--- src/rtl/axis_byte_bridge.sv ---
// Byte <-> word bridge between an 8-bit host stream and the processor's AXI-Stream ports.
// RX packs bytes MSB-first into INP_WIDTH words; TX unpacks OUT_WIDTH words MSB-first into bytes.
module axis_byte_bridge #(
   parameter int INP_WIDTH = 16,
   parameter int OUT_WIDTH = 16
) (
   input  logic                 clk,
   input  logic                 arstn,
   input  logic [7:0]           rx_tdata,
   input  logic                 rx_tvalid,
   output logic                 rx_tready,
   output logic [INP_WIDTH-1:0] m_axis_tdata,
   output logic                 m_axis_tvalid,
   input  logic                 m_axis_tready,
   input  logic [OUT_WIDTH-1:0] s_axis_tdata,
   input  logic                 s_axis_tvalid,
   output logic                 s_axis_tready,
   output logic [7:0]           tx_tdata,
   output logic                 tx_tvalid,
   input  logic                 tx_tready
);

   localparam int INP_BYTES = INP_WIDTH / 8;
   localparam int OUT_BYTES = OUT_WIDTH / 8;
   localparam int RX_CW     = (INP_BYTES > 1) ? $clog2(INP_BYTES) : 1;
   localparam int TX_CW     = (OUT_BYTES > 1) ? $clog2(OUT_BYTES) : 1;

   // ---------------- RX: deserialiser ----------------
   logic [INP_WIDTH-1:0] rx_word_reg, rx_word_next;
   logic [RX_CW-1:0]     rx_cnt_reg, rx_cnt_next;
   logic                 m_valid_reg, m_valid_next;
   logic                 rx_hs;
   logic                 rx_last;

   assign rx_tready     = !m_valid_reg || m_axis_tready;
   assign rx_hs         = rx_tvalid && rx_tready;
   assign rx_last       = (rx_cnt_reg == RX_CW'(INP_BYTES - 1));
   assign m_axis_tdata  = rx_word_reg;
   assign m_axis_tvalid = m_valid_reg;

   // Bytes are only accepted while the held word is absent or leaving, so the word stays stable.
   always_comb begin
      rx_word_next = rx_word_reg;
      rx_cnt_next  = rx_cnt_reg;
      m_valid_next = m_valid_reg;
      if (m_axis_tready) m_valid_next = 1'b0;
      if (rx_hs) begin
         rx_word_next = INP_WIDTH'({rx_word_reg, rx_tdata});
         rx_cnt_next  = rx_last ? '0 : RX_CW'(rx_cnt_reg + 1'b1);
         if (rx_last) m_valid_next = 1'b1;
      end
   end

   always_ff @(posedge clk) begin
      if (!arstn) begin
         rx_word_reg <= '0;
         rx_cnt_reg  <= '0;
         m_valid_reg <= 1'b0;
      end else begin
         rx_word_reg <= rx_word_next;
         rx_cnt_reg  <= rx_cnt_next;
         m_valid_reg <= m_valid_next;
      end
   end

   // ---------------- TX: serialiser ----------------
   typedef enum logic {TX_IDLE, TX_SEND} tx_state_t;

   tx_state_t            state_reg, state_next;
   logic [OUT_WIDTH-1:0] tx_shift_reg, tx_shift_next;
   logic [TX_CW-1:0]     tx_cnt_reg, tx_cnt_next;
   logic                 tx_last;
   logic                 tx_load;
   logic                 tx_shift_en;

   assign tx_last  = (tx_cnt_reg == TX_CW'(OUT_BYTES - 1));
   assign tx_tdata = tx_shift_reg[OUT_WIDTH-1 -: 8];

   always_ff @(posedge clk) begin
      if (!arstn) state_reg <= TX_IDLE;
      else        state_reg <= state_next;
   end

   always_comb begin
      state_next = state_reg;
      case (state_reg)
         TX_IDLE: if (tx_load) state_next = TX_SEND;
         TX_SEND: if (tx_shift_en && tx_last && !tx_load) state_next = TX_IDLE;
         default: state_next = TX_IDLE;
      endcase
   end

   // The last byte's handshake also opens s_axis so a waiting word follows without a bubble.
   always_comb begin
      tx_tvalid     = (state_reg == TX_SEND);
      tx_shift_en   = tx_tvalid && tx_tready;
      s_axis_tready = (state_reg == TX_IDLE) || (tx_shift_en && tx_last);
      tx_load       = s_axis_tvalid && s_axis_tready;
   end

   always_comb begin
      tx_shift_next = tx_shift_reg;
      tx_cnt_next   = tx_cnt_reg;
      if (tx_load) begin
         tx_shift_next = s_axis_tdata;
         tx_cnt_next   = '0;
      end else if (tx_shift_en) begin
         tx_shift_next = tx_shift_reg << 8;
         tx_cnt_next   = TX_CW'(tx_cnt_reg + 1'b1);
      end
   end

   always_ff @(posedge clk) begin
      if (!arstn) begin
         tx_shift_reg <= '0;
         tx_cnt_reg   <= '0;
      end else begin
         tx_shift_reg <= tx_shift_next;
         tx_cnt_reg   <= tx_cnt_next;
      end
   end

endmodule
--- config.mk ---
export PLATFORM = sky130hd
export DESIGN_NAME = axis_byte_bridge
export DESIGN_NICKNAME = d
export VERILOG_FILES = /design/src/rtl/axis_byte_bridge.sv
export SDC_FILE = /design/constraint.sdc
export NUM_CORES = 1
export LEC_CHECK = 0
export ABC_AREA = 0
export CORE_UTILIZATION = 45
export CTS_BUF_LIST = sky130_fd_sc_hd__clkbuf_8 sky130_fd_sc_hd__clkbuf_16
export DETAILED_ROUTE_END_ITERATION = 7
export PLACE_DENSITY_LB_ADDON = 0.25
export SYNTH_ARGS = -nofsm -noshare
export SYNTH_HDL_FRONTEND = slang
export SYNTH_SLANG_ARGS = --single-unit
--- constraint.sdc ---
create_clock -name clk -period 2 [get_ports clk]
set_input_delay 0.6 -clock clk [delete_from_list [all_inputs] [get_ports clk]]
set_output_delay 0.6 -clock clk [all_outputs]
set_load 0.01 [all_outputs]
---- Word-level counts from Yosys, hierarchy flattened ----
Cells that the tools add are included.
storage, ports and cells
  register bits after elaboration ......... 36
cells by class
  reductions and logical operators ........ 11
  add/subtract/negate cells ............... 2
  multiplexer cells ....................... 9
  bitwise logic cells ..................... 2
operators with widths
  operator                            count
  2-to-1 mux 16 bit                   2
  2-to-1 mux 1 bit                    6
  logical AND 1 bit                   5
  adder 1 bit, second input constant  2
  logical NOT 1 bit                   2
  logical OR 1 bit                    2
  NOT 1 bit                           2
  case mux 1 bit (2 select lines)     1
  nonzero test 2 bit                  1
  OR reduction 2 bit                  1

---- Longest topological paths before layout ----
  word-level depth ........................ 8
  mapped depth ............................ 6
  gate-level depth less buffers ........... 4

---- Worst setup path after synthesis ----
No wires, ideal clock.
  path type ............................... input -> output
  from .................................... in m_axis_tready
  to ...................................... out rx_tready
  path slack .............................. 286 ps
  path buffers ............................ 2
  arrival time ............................ 1114 ps
  stages on the path ...................... 4
  cells stage by stage .................... nor2b_1 -> buf_2 -> inv_2 -> buf_2
between the ends
  cells in the longest elaborated chain, start to end .. 1
RTL lines
  what              line  source
  from (decl)       14    input logic m_axis_tready,
  logical OR 1 bit  35    assign rx_tready = !m_valid_reg || m_axis_tready;
  to (decl)         11    output logic rx_tready,
Every way passes these cells.

---- Final worst setup path ----
  from .................................... in tx_tready
  to ...................................... out s_axis_tready
between the ends
  cells in the longest elaborated chain, start to end .. 3
RTL lines
  what               line  source
  from (decl)        20    input logic tx_tready
  logical AND 1 bit  96    tx_shift_en = tx_tvalid && tx_tready;
  logical AND 1 bit  97    s_axis_tready = (state_reg == TX_IDLE) || (tx_shift_en && tx_last);
  logical OR 1 bit   97
  to (decl)          17    output logic s_axis_tready,
Every way passes these cells.

==> flow_summary_export.csv <==
group,metric,value,unit
die,core,3050,sq um
critical_path,crit_arrival,1.38,ns
cts,ctsLongestPathBuffers,2,
detailed_routing,ant_nets,0,
detailed_routing,drc,0,
power,power,1.66,mW
die,die_w,58.6,microns
sta,slew_headroom,68.4,%
yosys,avgSynthCellArea,9.32,sq um
yosys,synth_area_leaders,"dfxtp_1 (50%), a21oi_1 (6.6%), a32o_1 (5.5%), mux2i_1 (5.5%), nand3_1 (5.5%)",
sta,fmax,0.506,GHz
yosys,synth_top_area_cell,"dfxtp_1",
yosys,yosysWarnings,0,
critical_path,path_class,"primary input to primary output",
sta,finalHoldViolations,0,
placement,dp_cells,244,
finish,area_growth,46.9,%
cts,clkSinkCount,36,
power,p_per_area,785,nW/um^2
yosys,synthCells,155,
power,p_leak,0.824,nW
critical_path,start_kind,"primary input",
placement,gp_congestion,0.772,
finish,regArea,721,sq um
global_routing,antenna_found_initial,0,
power,vdd_drop_max,578,uV
outcome,outcome,"complete, no violations",
cts,clk_pin_slew_worst_paths,0.06,ns
sta,hold_slack,0.470,ns
sta,worst_slew_pin_slew,0.474,ns
global_routing,grt_pass1_vias,1342,
finish,nets,238,
global_routing,grt_remaining_overflow,0,
critical_path,crit_path_max_fanout,2,
yosys,yosysSeqAreaShare,49.9,%
cts,cts_tree,"done",
yosys,ys_ff_latch,36,
die,pin_count,58,
sta,final.min_clock_period,1.98,ns
yosys,synth_top_area_share,49.9,%
sta,skew,0.00863,ns
yosys,syn-cell-area,1440,sq um
yosys,yosys.cell_types.count,24,
finish,multi_input_area,594,sq um
detailed_routing,viasPerCell,5.42,
global_routing,grt_max_degree,29,
cts,clock_latency,0.29,ns
run,maxCapViolCount,0,
finish,final_cell_mix,"clkdlybuf4s50_1 (55), dfxtp_1 (36), a21oi_1 (19), nand3_1 (16), o21ai_1 (15)",
detailed_routing,wire_per_inst,14.3,microns
cts,cts_root_buf,"clkbuf_8",
placement,dp_hpwl,2530,microns
global_routing,grt_use_total,23.4,%
detailed_routing,wirelength,3610,microns
finish,final_common_cell,"clkdlybuf4s50_1",
die,core.rowCount,20,
global_routing,grt_pass1_wl,5950,microns
cts,cts_buffers,5,
die,start_util,47.3,%
critical_path,critPathCaptureType,"primary output",
sta,report.final.slew_viol_count,0,
finish,fillers,243,
detailed_routing,num_vias,1370,
finish,drive_above_1_share,11.5,%
placement,port_buffers,57,
cts,htreeDepth,2,
detailed_routing,dr.first_iter.drc_count,64,
finish,stdcell_count,253,
detailed_routing,firstDrtPassIters,4,
sta,period_share,98.9,%
die,die_area,3440,sq um
finish,antenna_cells,0,
min_path,hold_class,"flip-flop to flip-flop",
die,die_h,58.6,microns
sta,setup_viol,0,
yosys,synth.net_count,185,
critical_path,required,1.40,ns
## critical path, stage by stage
cell and delay (ns):
clkdlybuf4s50_1 0.43, a21bo_2 0.21, buf_2 0.14
## what timing repair did
action,CTS,global route
gates resized for setup,9,0
hold buffers,0,0
endpoints found under the hold margin,0,0
pin swaps,0,1
endpoints found under the setup margin,2,2
buffers inserted,0,1
## final timing paths
check                                                   from                      endpoint  slack, ns  cells after the start
worst min register to register  tx_shift_reg[6]$_SDFFE_PN0P_  tx_shift_reg[6]$_SDFFE_PN0P_       0.47                      1
worst min-delay path            tx_shift_reg[6]$_SDFFE_PN0P_  tx_shift_reg[6]$_SDFFE_PN0P_       0.47                      1
worst max-delay path                               tx_tready                 s_axis_tready       0.02                      3
worst max register to register          tx_tvalid$_SDFF_PN0_  tx_shift_reg[3]$_SDFFE_PN0P_       0.52                      4
## Yosys cell counts
master	instances
nor2b_1	2
o21ai_0	2
nand2_1	2
xor2_1	1
nand2_2	1
or3_1	1
o21ai_1	15
buf_4	8
inv_2	3
nor3_1	1
a21bo_2	1
inv_1	1
nor2_1	7
dfxtp_1	36
and3_1	1
a21oi_1	19
nand3_1	16
mux2i_1	8
a221oi_1	8
buf_1	3
and2_1	1
a32o_1	8
buf_2	9
nand2b_1	1
## power by group
part / total [mW] / leakage, nW / switching [mW] / internal [mW]
registers: 0.785 / 0.296 / 0.0255 / 0.760
logic: 0.267 / 0.469 / 0.113 / 0.154
clock network: 0.612 / 0.0593 / 0.248 / 0.364
total: 1.66 / 0.824 / 0.387 / 1.28
## kinds of logic after synthesis
kind of cell | after synthesis | synth area share [%]
AOI/OAI and AO/OA | 53 | 23.6
muxes | 8 | 5.55
and+or+nand+nor | 33 | 11.3
xor gates and xnor gates | 1 | 0.607
buffers and inverters | 24 | 9.10
DFF | 36 | 49.9
## through the flow
stage          setup TNS [ns]  area [sq um]  setup WS, ns  utilization (%)
3_3_place_gp            -1.33          2010        -0.349             65.9
4_1_cts                     0          2110       0.00117             69.2
2_1_floorplan               0          1440         0.286                -
3_5_place_dp            -1.79          2010        -0.357             65.9
6_report                    0          2120        0.0227             69.5
5_1_grt              -0.00282          2120      -0.00282             69.5
## routing by layer
metal,track usage (%),wire length [microns]
met3,5.05,181
met2,38.6,1780
met1,29.7,1590
met5,0,0
met4,10.2,59
## final cells by class
type,count,area share [%]
clock inverters,3,1.83
inverters,4,0.708
multi-input cells,95,28.0
clock buffers,5,3.24
well taps,44,2.60
flip-flops and latches,36,34.0
repair buffers,66,29.6
(Power assumes the default switching activity.)
